File: src/rtl/timing_pkg.sv
// timing_pkg
// Shared types and constants for round-timing blocks.
//   timer_state_t : countdown controller state
//   clog2()       : counter width for a divide ratio (never below 1 bit)
//   CLK_FREQ_HZ_DEFAULT / ROUND_TIME_DEFAULT : board clock and default round length
package timing_pkg;

    typedef enum logic [1:0] {
        ST_IDLE    = 2'd0,
        ST_RUNNING = 2'd1,
        ST_PAUSED  = 2'd2,
        ST_DONE    = 2'd3
    } timer_state_t;

    localparam int CLK_FREQ_HZ_DEFAULT = 100000000;
    localparam int ROUND_TIME_DEFAULT  = 100;

    function automatic int clog2(input int value);
        return (value <= 2) ? 1 : $clog2(value);
    endfunction

endpackage

File: src/rtl/game_countdown_timer_if.sv
// game_countdown_timer_if
// Control/status bundle between the game-control FSM (master) and the
// countdown timer (slave).
//   start, pause, load, add_time : single-cycle control pulses
//   load_value, add_value        : operands for load / add_time
//   count                        : remaining ticks
//   running, done, warning       : registered status levels
//   expired                      : one-cycle pulse when count reaches zero
interface game_countdown_timer_if #(
    parameter int COUNT_WIDTH = 16
) ();
    logic                   start;
    logic                   pause;
    logic                   load;
    logic [COUNT_WIDTH-1:0] load_value;
    logic                   add_time;
    logic [COUNT_WIDTH-1:0] add_value;
    logic [COUNT_WIDTH-1:0] count;
    logic                   running;
    logic                   done;
    logic                   expired;
    logic                   warning;

    modport master (
        output start, pause, load, load_value, add_time, add_value,
        input  count, running, done, expired, warning
    );

    modport slave (
        input  start, pause, load, load_value, add_time, add_value,
        output count, running, done, expired, warning
    );
endinterface

File: src/rtl/tick_prescaler.sv
// tick_prescaler
// Free-running 0..DIV-1 counter that advances only while enabled and holds
// its value otherwise, so a paused consumer resumes mid-period.
//   clock_100Mhz : clock
//   reset        : synchronous, active-high
//   enable       : advance the counter this cycle
//   clear        : force the counter to zero (wins over enable)
//   tick         : high on the enabled cycle where the counter sits at DIV-1
module tick_prescaler
    import timing_pkg::*;
#(
    parameter int DIV = 10
) (
    input  logic clock_100Mhz,
    input  logic reset,
    input  logic enable,
    input  logic clear,
    output logic tick
);
    localparam int            CW   = clog2(DIV);
    localparam logic [CW-1:0] LAST = CW'(DIV - 1);

    logic [CW-1:0] cnt_q;

    always_ff @(posedge clock_100Mhz) begin
        if (reset || clear) begin
            cnt_q <= '0;
        end else if (enable) begin
            cnt_q <= (cnt_q == LAST) ? '0 : cnt_q + 1'b1;
        end
    end

    assign tick = enable && (cnt_q == LAST);
endmodule

File: src/rtl/game_countdown_timer.sv
// game_countdown_timer
// Round countdown for the crane game. Decrements count once per tick period
// while RUNNING, raises warning near the end and pulses expired on reaching
// zero (optionally reloading and continuing).
//   clock_100Mhz : clock
//   reset        : synchronous, active-high
//   bus          : slave side of game_countdown_timer_if (controls in, status out)
//
// state   | meaning
// --------+---------------------------------------------------------
// IDLE    | stopped, prescaler cleared, waiting for start
// RUNNING | prescaler advancing, count decremented on each tick
// PAUSED  | frozen, prescaler holds its phase
// DONE    | reached zero, count held at 0 until start
module game_countdown_timer
    import timing_pkg::*;
#(
    parameter int CLK_FREQ_HZ    = CLK_FREQ_HZ_DEFAULT,
    parameter int TICK_HZ        = 1,
    parameter int COUNT_WIDTH    = 16,
    parameter int START_TIME     = ROUND_TIME_DEFAULT,
    parameter int WARN_THRESHOLD = 10,
    parameter bit AUTO_RELOAD    = 1'b0
) (
    input  logic clock_100Mhz,
    input  logic reset,
    game_countdown_timer_if.slave bus
);
    localparam int DIV = CLK_FREQ_HZ / TICK_HZ;

    if (TICK_HZ < 1 || DIV < 2 || (CLK_FREQ_HZ % TICK_HZ) != 0) begin : g_bad_div
        $error("game_countdown_timer: CLK_FREQ_HZ/TICK_HZ must be an exact ratio >= 2");
    end
    if (START_TIME < 0 || longint'(START_TIME) >= (longint'(1) << COUNT_WIDTH)) begin : g_bad_start
        $error("game_countdown_timer: START_TIME does not fit in COUNT_WIDTH");
    end

    localparam logic [COUNT_WIDTH-1:0] START_VAL = COUNT_WIDTH'(START_TIME);
    localparam logic [COUNT_WIDTH:0]   COUNT_MAX = {1'b0, {COUNT_WIDTH{1'b1}}};
    // Thresholds beyond the count range simply mean "always warn when nonzero".
    localparam logic [COUNT_WIDTH:0]   WARN_LIM  =
        (longint'(WARN_THRESHOLD) >= (longint'(1) << COUNT_WIDTH)) ? COUNT_MAX
                                                                  : (COUNT_WIDTH+1)'(WARN_THRESHOLD);
    localparam logic WARN_AT_START = (START_VAL != '0) && ({1'b0, START_VAL} <= WARN_LIM);

    timer_state_t           state_q, state_next;
    logic [COUNT_WIDTH-1:0] count_q, count_next, count_sat;
    logic [COUNT_WIDTH:0]   add_ext, sum_ext;
    logic                   expired_q, expired_next;
    logic                   running_q, done_q, warning_q, warning_next;
    logic                   tick, dec, pre_clear;

    // Prescaler is parked at zero outside RUNNING/PAUSED, so any start from
    // IDLE or DONE begins a full period; a load also restarts the phase.
    assign pre_clear = bus.load || (state_q == ST_IDLE) || (state_q == ST_DONE);

    tick_prescaler #(
        .DIV (DIV)
    ) u_prescaler (
        .clock_100Mhz (clock_100Mhz),
        .reset        (reset),
        .enable       (state_q == ST_RUNNING),
        .clear        (pre_clear),
        .tick         (tick)
    );

    // Bonus time and the tick decrement are folded into one saturating sum,
    // so a bonus landing on the final tick keeps the round alive.
    always_comb begin
        dec       = tick && (state_q == ST_RUNNING) && (count_q != '0);
        add_ext   = (bus.add_time && (state_q != ST_DONE)) ? {1'b0, bus.add_value} : '0;
        sum_ext   = {1'b0, count_q} + add_ext - {{COUNT_WIDTH{1'b0}}, dec};
        count_sat = (sum_ext > COUNT_MAX) ? COUNT_MAX[COUNT_WIDTH-1:0] : sum_ext[COUNT_WIDTH-1:0];
    end

    always_comb begin
        state_next   = state_q;
        count_next   = count_q;
        expired_next = 1'b0;
        if (bus.load) begin
            count_next = bus.load_value;
            state_next = ST_IDLE;
        end else begin
            case (state_q)
                ST_IDLE: begin
                    count_next = count_sat;
                    if (bus.start) begin
                        if (count_sat == '0) begin
                            state_next   = ST_DONE;
                            expired_next = 1'b1;
                        end else begin
                            state_next = ST_RUNNING;
                        end
                    end
                end
                ST_RUNNING: begin
                    count_next = count_sat;
                    if (bus.pause) begin
                        state_next = ST_PAUSED;
                    end
                    if (dec && (count_sat == '0)) begin
                        expired_next = 1'b1;
                        if (AUTO_RELOAD) begin
                            count_next = START_VAL;
                        end else begin
                            state_next = ST_DONE;
                        end
                    end
                end
                ST_PAUSED: begin
                    count_next = count_sat;
                    if (bus.start) begin
                        state_next = ST_RUNNING;
                    end
                end
                ST_DONE: begin
                    count_next = '0;
                    if (bus.start) begin
                        count_next = START_VAL;
                        state_next = ST_RUNNING;
                    end
                end
                default: begin
                    state_next = ST_IDLE;
                end
            endcase
        end
        warning_next = (count_next != '0) && ({1'b0, count_next} <= WARN_LIM);
    end

    always_ff @(posedge clock_100Mhz) begin
        if (reset) begin
            state_q   <= ST_IDLE;
            count_q   <= START_VAL;
            expired_q <= 1'b0;
            running_q <= 1'b0;
            done_q    <= 1'b0;
            warning_q <= WARN_AT_START;
        end else begin
            state_q   <= state_next;
            count_q   <= count_next;
            expired_q <= expired_next;
            running_q <= (state_next == ST_RUNNING);
            done_q    <= (state_next == ST_DONE);
            warning_q <= warning_next;
        end
    end

    assign bus.count   = count_q;
    assign bus.running = running_q;
    assign bus.done    = done_q;
    assign bus.expired = expired_q;
    assign bus.warning = warning_q;
endmodule

File: src/flat_wrapper.sv
// flat-port wrapper written by rule: the top's interface ports become plain ports
module game_countdown_timer_flat import timing_pkg::*;
#(
    parameter int CLK_FREQ_HZ    = CLK_FREQ_HZ_DEFAULT,
    parameter int TICK_HZ        = 1,
    parameter int COUNT_WIDTH    = 16,
    parameter int START_TIME     = ROUND_TIME_DEFAULT,
    parameter int WARN_THRESHOLD = 10,
    parameter bit AUTO_RELOAD    = 1'b0
)
  (clock_100Mhz, reset, bus_start, bus_pause, bus_load, bus_load_value, bus_add_time, bus_add_value, bus_count, bus_running, bus_done, bus_expired, bus_warning);
  game_countdown_timer_if #(.COUNT_WIDTH(COUNT_WIDTH)) bus_i ();
  input  logic clock_100Mhz;
  input  logic reset;
  input wire logic [$bits(bus_i.start)-1:0] bus_start;
  input wire logic [$bits(bus_i.pause)-1:0] bus_pause;
  input wire logic [$bits(bus_i.load)-1:0] bus_load;
  input wire logic [$bits(bus_i.load_value)-1:0] bus_load_value;
  input wire logic [$bits(bus_i.add_time)-1:0] bus_add_time;
  input wire logic [$bits(bus_i.add_value)-1:0] bus_add_value;
  output wire logic [$bits(bus_i.count)-1:0] bus_count;
  output wire logic [$bits(bus_i.running)-1:0] bus_running;
  output wire logic [$bits(bus_i.done)-1:0] bus_done;
  output wire logic [$bits(bus_i.expired)-1:0] bus_expired;
  output wire logic [$bits(bus_i.warning)-1:0] bus_warning;
  assign bus_i.start = bus_start;
  assign bus_i.pause = bus_pause;
  assign bus_i.load = bus_load;
  assign bus_i.load_value = bus_load_value;
  assign bus_i.add_time = bus_add_time;
  assign bus_i.add_value = bus_add_value;
  assign bus_count = bus_i.count;
  assign bus_running = bus_i.running;
  assign bus_done = bus_i.done;
  assign bus_expired = bus_i.expired;
  assign bus_warning = bus_i.warning;
  game_countdown_timer #(.CLK_FREQ_HZ(CLK_FREQ_HZ), .TICK_HZ(TICK_HZ), .COUNT_WIDTH(COUNT_WIDTH), .START_TIME(START_TIME), .WARN_THRESHOLD(WARN_THRESHOLD), .AUTO_RELOAD(AUTO_RELOAD)) u_core (.clock_100Mhz(clock_100Mhz), .reset(reset), .bus(bus_i));
endmodule
File: config.mk
export PLATFORM = sky130hd
export DESIGN_NAME = game_countdown_timer_flat
export DESIGN_NICKNAME = d
export VERILOG_FILES = /design/src/rtl/timing_pkg.sv /design/src/rtl/game_countdown_timer_if.sv /design/src/rtl/tick_prescaler.sv /design/src/rtl/game_countdown_timer.sv /design/src/flat_wrapper.sv
export SDC_FILE = /design/constraint.sdc
export NUM_CORES = 1
export LEC_CHECK = 0
export ABC_AREA = 1
export BUFFER_PORTS_ARGS = -buffer_cell sky130_fd_sc_hd__buf_2
export CELL_PAD_IN_SITES_DETAIL_PLACEMENT = 0
export CELL_PAD_IN_SITES_GLOBAL_PLACEMENT = 1
export CORE_MARGIN = 4
export CORE_UTILIZATION = 36
export CTS_CLUSTER_DIAMETER = 40
export DETAILED_ROUTE_END_ITERATION = 10
export GPL_TIMING_DRIVEN = 0
export PLACE_DENSITY = 0.73
export SLEW_MARGIN = 20
export SYNTH_ARGS = -nofsm -noshare
export SYNTH_HDL_FRONTEND = slang
export SYNTH_SLANG_ARGS = --single-unit
File: constraint.sdc
create_clock -name clock_100Mhz -period 3.5 [get_ports clock_100Mhz]
set_input_delay 0.35 -clock clock_100Mhz [delete_from_list [all_inputs] [get_ports clock_100Mhz]]
set_output_delay 0.35 -clock clock_100Mhz [all_outputs]
set_load 0.1 [all_outputs]
==> impl_metrics.prom <==
# TYPE chip_impl_metric gauge
chip_impl_metric{name="synthXorXnorAreaFrac",unit="%"} 3.79
chip_impl_metric{name="detail_route.iter0.violations",unit=""} 157
chip_impl_info{name="critical-path-top-delay-family",value="simple AND/OR/NAND/NOR gates"} 1
chip_impl_metric{name="regArea",unit="sq um"} 985
chip_impl_metric{name="ir_worst_vdd",unit="uV"} 266
chip_impl_info{name="timing.hold.worst.class",value="in2reg"} 1
chip_impl_metric{name="critical_path_at",unit="ps"} 3770
chip_impl_metric{name="design.core.area",unit="sq mm"} 0.0105
chip_impl_metric{name="grt_antenna_before_repair",unit=""} 0
chip_impl_info{name="violated_checks",value="negative setup slack"} 1
chip_impl_metric{name="avgSynthCellArea",unit="sq um"} 6.11
chip_impl_metric{name="area_of_the_multi_input_gates",unit="sq mm"} 0.00257
chip_impl_metric{name="post_synth_simple_gate_area",unit="%"} 38.9
chip_impl_metric{name="synth.top_cell.area_share",unit="%"} 25.0
chip_impl_metric{name="power_density",unit="mW/mm^2"} 473
chip_impl_metric{name="post_route_cells_drive_above_1_share",unit="%"} 19.5
chip_impl_metric{name="synth_async_sr_flop_share",unit="%"} 0
chip_impl_info{name="setup.worst_path.end_class",value="flop"} 1
chip_impl_metric{name="setup_viol_count_final",unit=""} 1
chip_impl_metric{name="cts.reportedPaths.clkPinSlew",unit="ps"} 80
chip_impl_metric{name="final-instance-count-excl-fill",unit=""} 853
chip_impl_metric{name="grt_max_degree",unit=""} 14
chip_impl_metric{name="synth_area",unit="sq mm"} 0.00392
chip_impl_metric{name="design_area",unit="sq mm"} 0.00475
chip_impl_metric{name="overall_die_area",unit="sq mm"} 0.0126
chip_impl_info{name="tritoncts_clock_tree",value="done"} 1
chip_impl_metric{name="grt_pass1_wl",unit="mm"} 17.9
chip_impl_metric{name="yosysWarnings",unit=""} 0
chip_impl_metric{name="timing.final.ws_setup",unit="ps"} -36.3
chip_impl_metric{name="tritoncts.num_buffers",unit=""} 5
chip_impl_metric{name="maxCapViolCount",unit=""} 0
chip_impl_info{name="yosys-top-cells-area",value="dfxtp_1, nand2_1, inv_1, ha_1, nor2_1"} 1
chip_impl_metric{name="post-dp-hpwl",unit="mm"} 9.10
chip_impl_metric{name="fp_rows",unit=""} 37
chip_impl_metric{name="largest_clock_skew_in_the_final_design",unit="ps"} 6.23
chip_impl_metric{name="ctsLongestPathBuffers",unit=""} 2
chip_impl_metric{name="final_net_count",unit=""} 789
chip_impl_metric{name="die_extent_in_x",unit="um"} 112
chip_impl_metric{name="post_synth_inst_count",unit=""} 642
chip_impl_metric{name="synth.ff_latch_count",unit=""} 49
chip_impl_metric{name="placed_cell_area",unit="sq mm"} 0.00437
chip_impl_info{name="yosys-top-cells-count",value="nand2_1, inv_1, nor2_1"} 1
chip_impl_metric{name="final_hold_viol_count",unit=""} 0
chip_impl_metric{name="dp_cells",unit=""} 834
chip_impl_metric{name="max_clock_freq",unit="GHz"} 0.283
chip_impl_metric{name="synthMuxAreaShare",unit="%"} 0
chip_impl_metric{name="worstSkewPairLatency",unit="ps"} 300
chip_impl_metric{name="chipHeight",unit="um"} 112
chip_impl_metric{name="number_of_library_cell_types_mapped_by_synthesis",unit=""} 36
chip_impl_metric{name="areaGrowthSynthToFinish",unit="%"} 21.0
chip_impl_metric{name="max_slew.worst_pin.slew",unit="ps"} 512
chip_impl_metric{name="wire_per_inst",unit="um"} 12.7
chip_impl_metric{name="clock-sinks",unit=""} 49
chip_impl_metric{name="compound_cell_area_share_of_the_yosys_netlist",unit="%"} 7.40
chip_impl_info{name="worst_setup_path_category",value="reg2reg"} 1
chip_impl_metric{name="postSynthNetCount",unit=""} 714
chip_impl_info{name="cts-root-buf",value="clkbuf_8"} 1
chip_impl_metric{name="detail_route.first_pass.iterations",unit=""} 6
chip_impl_metric{name="final_cycle_share",unit="%"} 101
chip_impl_metric{name="synth_edf_count",unit=""} 0
chip_impl_metric{name="placement.io_buffers",unit=""} 56
chip_impl_metric{name="worst_path_largest_cell_delay",unit="ps"} 360
chip_impl_metric{name="critical_path.max_fanout",unit=""} 4
chip_impl_metric{name="initial_utilization",unit="%"} 37.5
chip_impl_metric{name="number_of_i_o_pins",unit=""} 58
chip_impl_info{name="grt_setup_unrepaired",value="true"} 1
chip_impl_info{name="main_combinational_cell_family_by_area_after_synthesis",value="simple AND/OR/NAND/NOR gates"} 1
chip_impl_metric{name="filler_cell_count",unit=""} 1178
chip_impl_metric{name="seq_area_frac_synth",unit="%"} 25.0
chip_impl_metric{name="holdWs",unit="ps"} 300
chip_impl_info{name="netlist.top_cell.by_area",value="dfxtp_1"} 1
chip_impl_metric{name="cts_max_level",unit=""} 2
chip_impl_metric{name="gpl.final_weighted_congestion",unit=""} 0.888
chip_impl_info{name="crit_slowest_cell",value="dfxtp_2"} 1
chip_impl_metric{name="postRouteAntennaNets",unit=""} 0
chip_impl_metric{name="worstPathRequired",unit="ps"} 3730
chip_impl_metric{name="grt_overflow_total",unit=""} 0
chip_impl_metric{name="final_core_utilization",unit="%"} 45.4
chip_impl_metric{name="post_route_wl",unit="mm"} 10.9
chip_impl_metric{name="timing.final.crit_period",unit="ps"} 3540
chip_impl_info{name="run_status",value="finished, violations left"} 1
chip_impl_metric{name="avgViaCountPerCell",unit=""} 4.67
chip_impl_metric{name="worst_slew_margin",unit="%"} 65.6
chip_impl_metric{name="static-leakage-power",unit="uW"} 0.00242
chip_impl_metric{name="drc",unit=""} 0
chip_impl_metric{name="dp_worst_setup_slack",unit="ps"} -640
chip_impl_metric{name="grt_util_all_layers",unit="%"} 17.2
chip_impl_info{name="post-synth-top-count-cell",value="nand2_1"} 1
chip_impl_metric{name="dr_total_vias",unit=""} 3987
chip_impl_metric{name="synth_adder_area_share",unit="%"} 11.0
chip_impl_info{name="synth_flop_cell",value="dfxtp_1"} 1
chip_impl_metric{name="antenna-diode-count",unit=""} 0
chip_impl_info{name="worst_setup_path_start_kind",value="flop"} 1
chip_impl_metric{name="timing_max_transition_violations_final",unit=""} 0
chip_impl_metric{name="vias_in_the_first_global_route",unit=""} 3802
chip_impl_metric{name="critical_path.n_buffers_inverters",unit=""} 2
chip_impl_metric{name="number_of_buffers_added_to_fix_hold_violations_after_cts",unit=""} 0
[logic make-up after synthesis]
group                    Yosys count
AO/OA/AOI/OAI                     49
flip-flops                        49
buffers and inverters            142
XOR/XNOR                          17
AND/OR/NAND/NOR                  351
adder cells (fa/ha/maj)           34
[report_power, final]
group | internal (uW) | total, uW | leakage, uW | switching, uW
logic | 434 | 1300 | 0.00197 | 869
registers | 586 | 606 | 0.000401 | 20.2
clock network | 157 | 335 | 0.0000443 | 178
total | 1180 | 2240 | 0.00242 | 1070
[timing repair]
| action | 4_1_cts | 5_1_grt |
|---|---|---|
| pin swaps | 16 | 28 |
| setup buffers | 7 | 4 |
| gates cloned | 0 | 1 |
| gates resized for setup | 25 | 31 |
| endpoints found under the setup margin | 22 | 21 |
| hold endpoints to repair | 0 | 0 |
[metal layers]
metal	routed length, um	track usage, %	up-vias
met1	4730	20.6	1807
li1	-	-	2126
met3	252	1.99	11
met5	0	0	-
met2	5750	32.8	43
met4	138	3.53	0
[final cells by class]
type / count / share of cell area, %
tap: 136 / 3.58
timing repair buffer: 68 / 8.17
sequential: 49 / 20.7
buffer: 7 / 0.896
inverter: 135 / 10.7
multi-input combinational: 451 / 54.1
clock buffer: 7 / 1.82
[final timing paths]
path                                   to  slack (ps)  depth (start not counted)                         start
max                    u_core.bus.warning         -40                         25   u_core.u_prescaler.cnt_q[1]
min                   u_core.bus.count[3]         300                          2                         reset
max reg2reg            u_core.bus.warning         -40                         25   u_core.u_prescaler.cnt_q[1]
min reg2reg  u_core.u_prescaler.cnt_q[24]         510                          2  u_core.u_prescaler.cnt_q[24]
[registers in the layout (all words and copies together) (netlist names)]
| register | cells |
|---|---|
| u_core.bus.count | 16 |
| u_core.bus.done | 1 |
| u_core.bus.expired | 1 |
| u_core.bus.running | 1 |
| u_core.bus.warning | 1 |
| u_core.state_q | 2 |
| u_core.u_prescaler.cnt_q | 27 |
[cells in the final DEF, fill, tap and decap left out, drive strengths merged, types with 4 or more instances in the layout]
master,n
a21boi,9
a21oi,26
buf,70
clkbuf,12
dfxtp,49
ha,33
inv,134
nand2,199
nand3,23
nand3b,10
nand4,16
nor2,69
nor3,23
nor4,5
o21ai,9
or2,4
xnor2,7
xor2,10
[metrics by stage]
| stage | power (uW) | TNS (ps) |
|---|---|---|
| after floorplan | 1530 | 0 |
| after global placement | 1780 | -5970 |
| after detailed placement | 1780 | -6300 |
| after CTS | 2170 | -942 |
| after global routing | 2450 | -1570 |
| final | 2240 | -36.3 |
No activity file was read; power rests on OpenSTA's default activity.
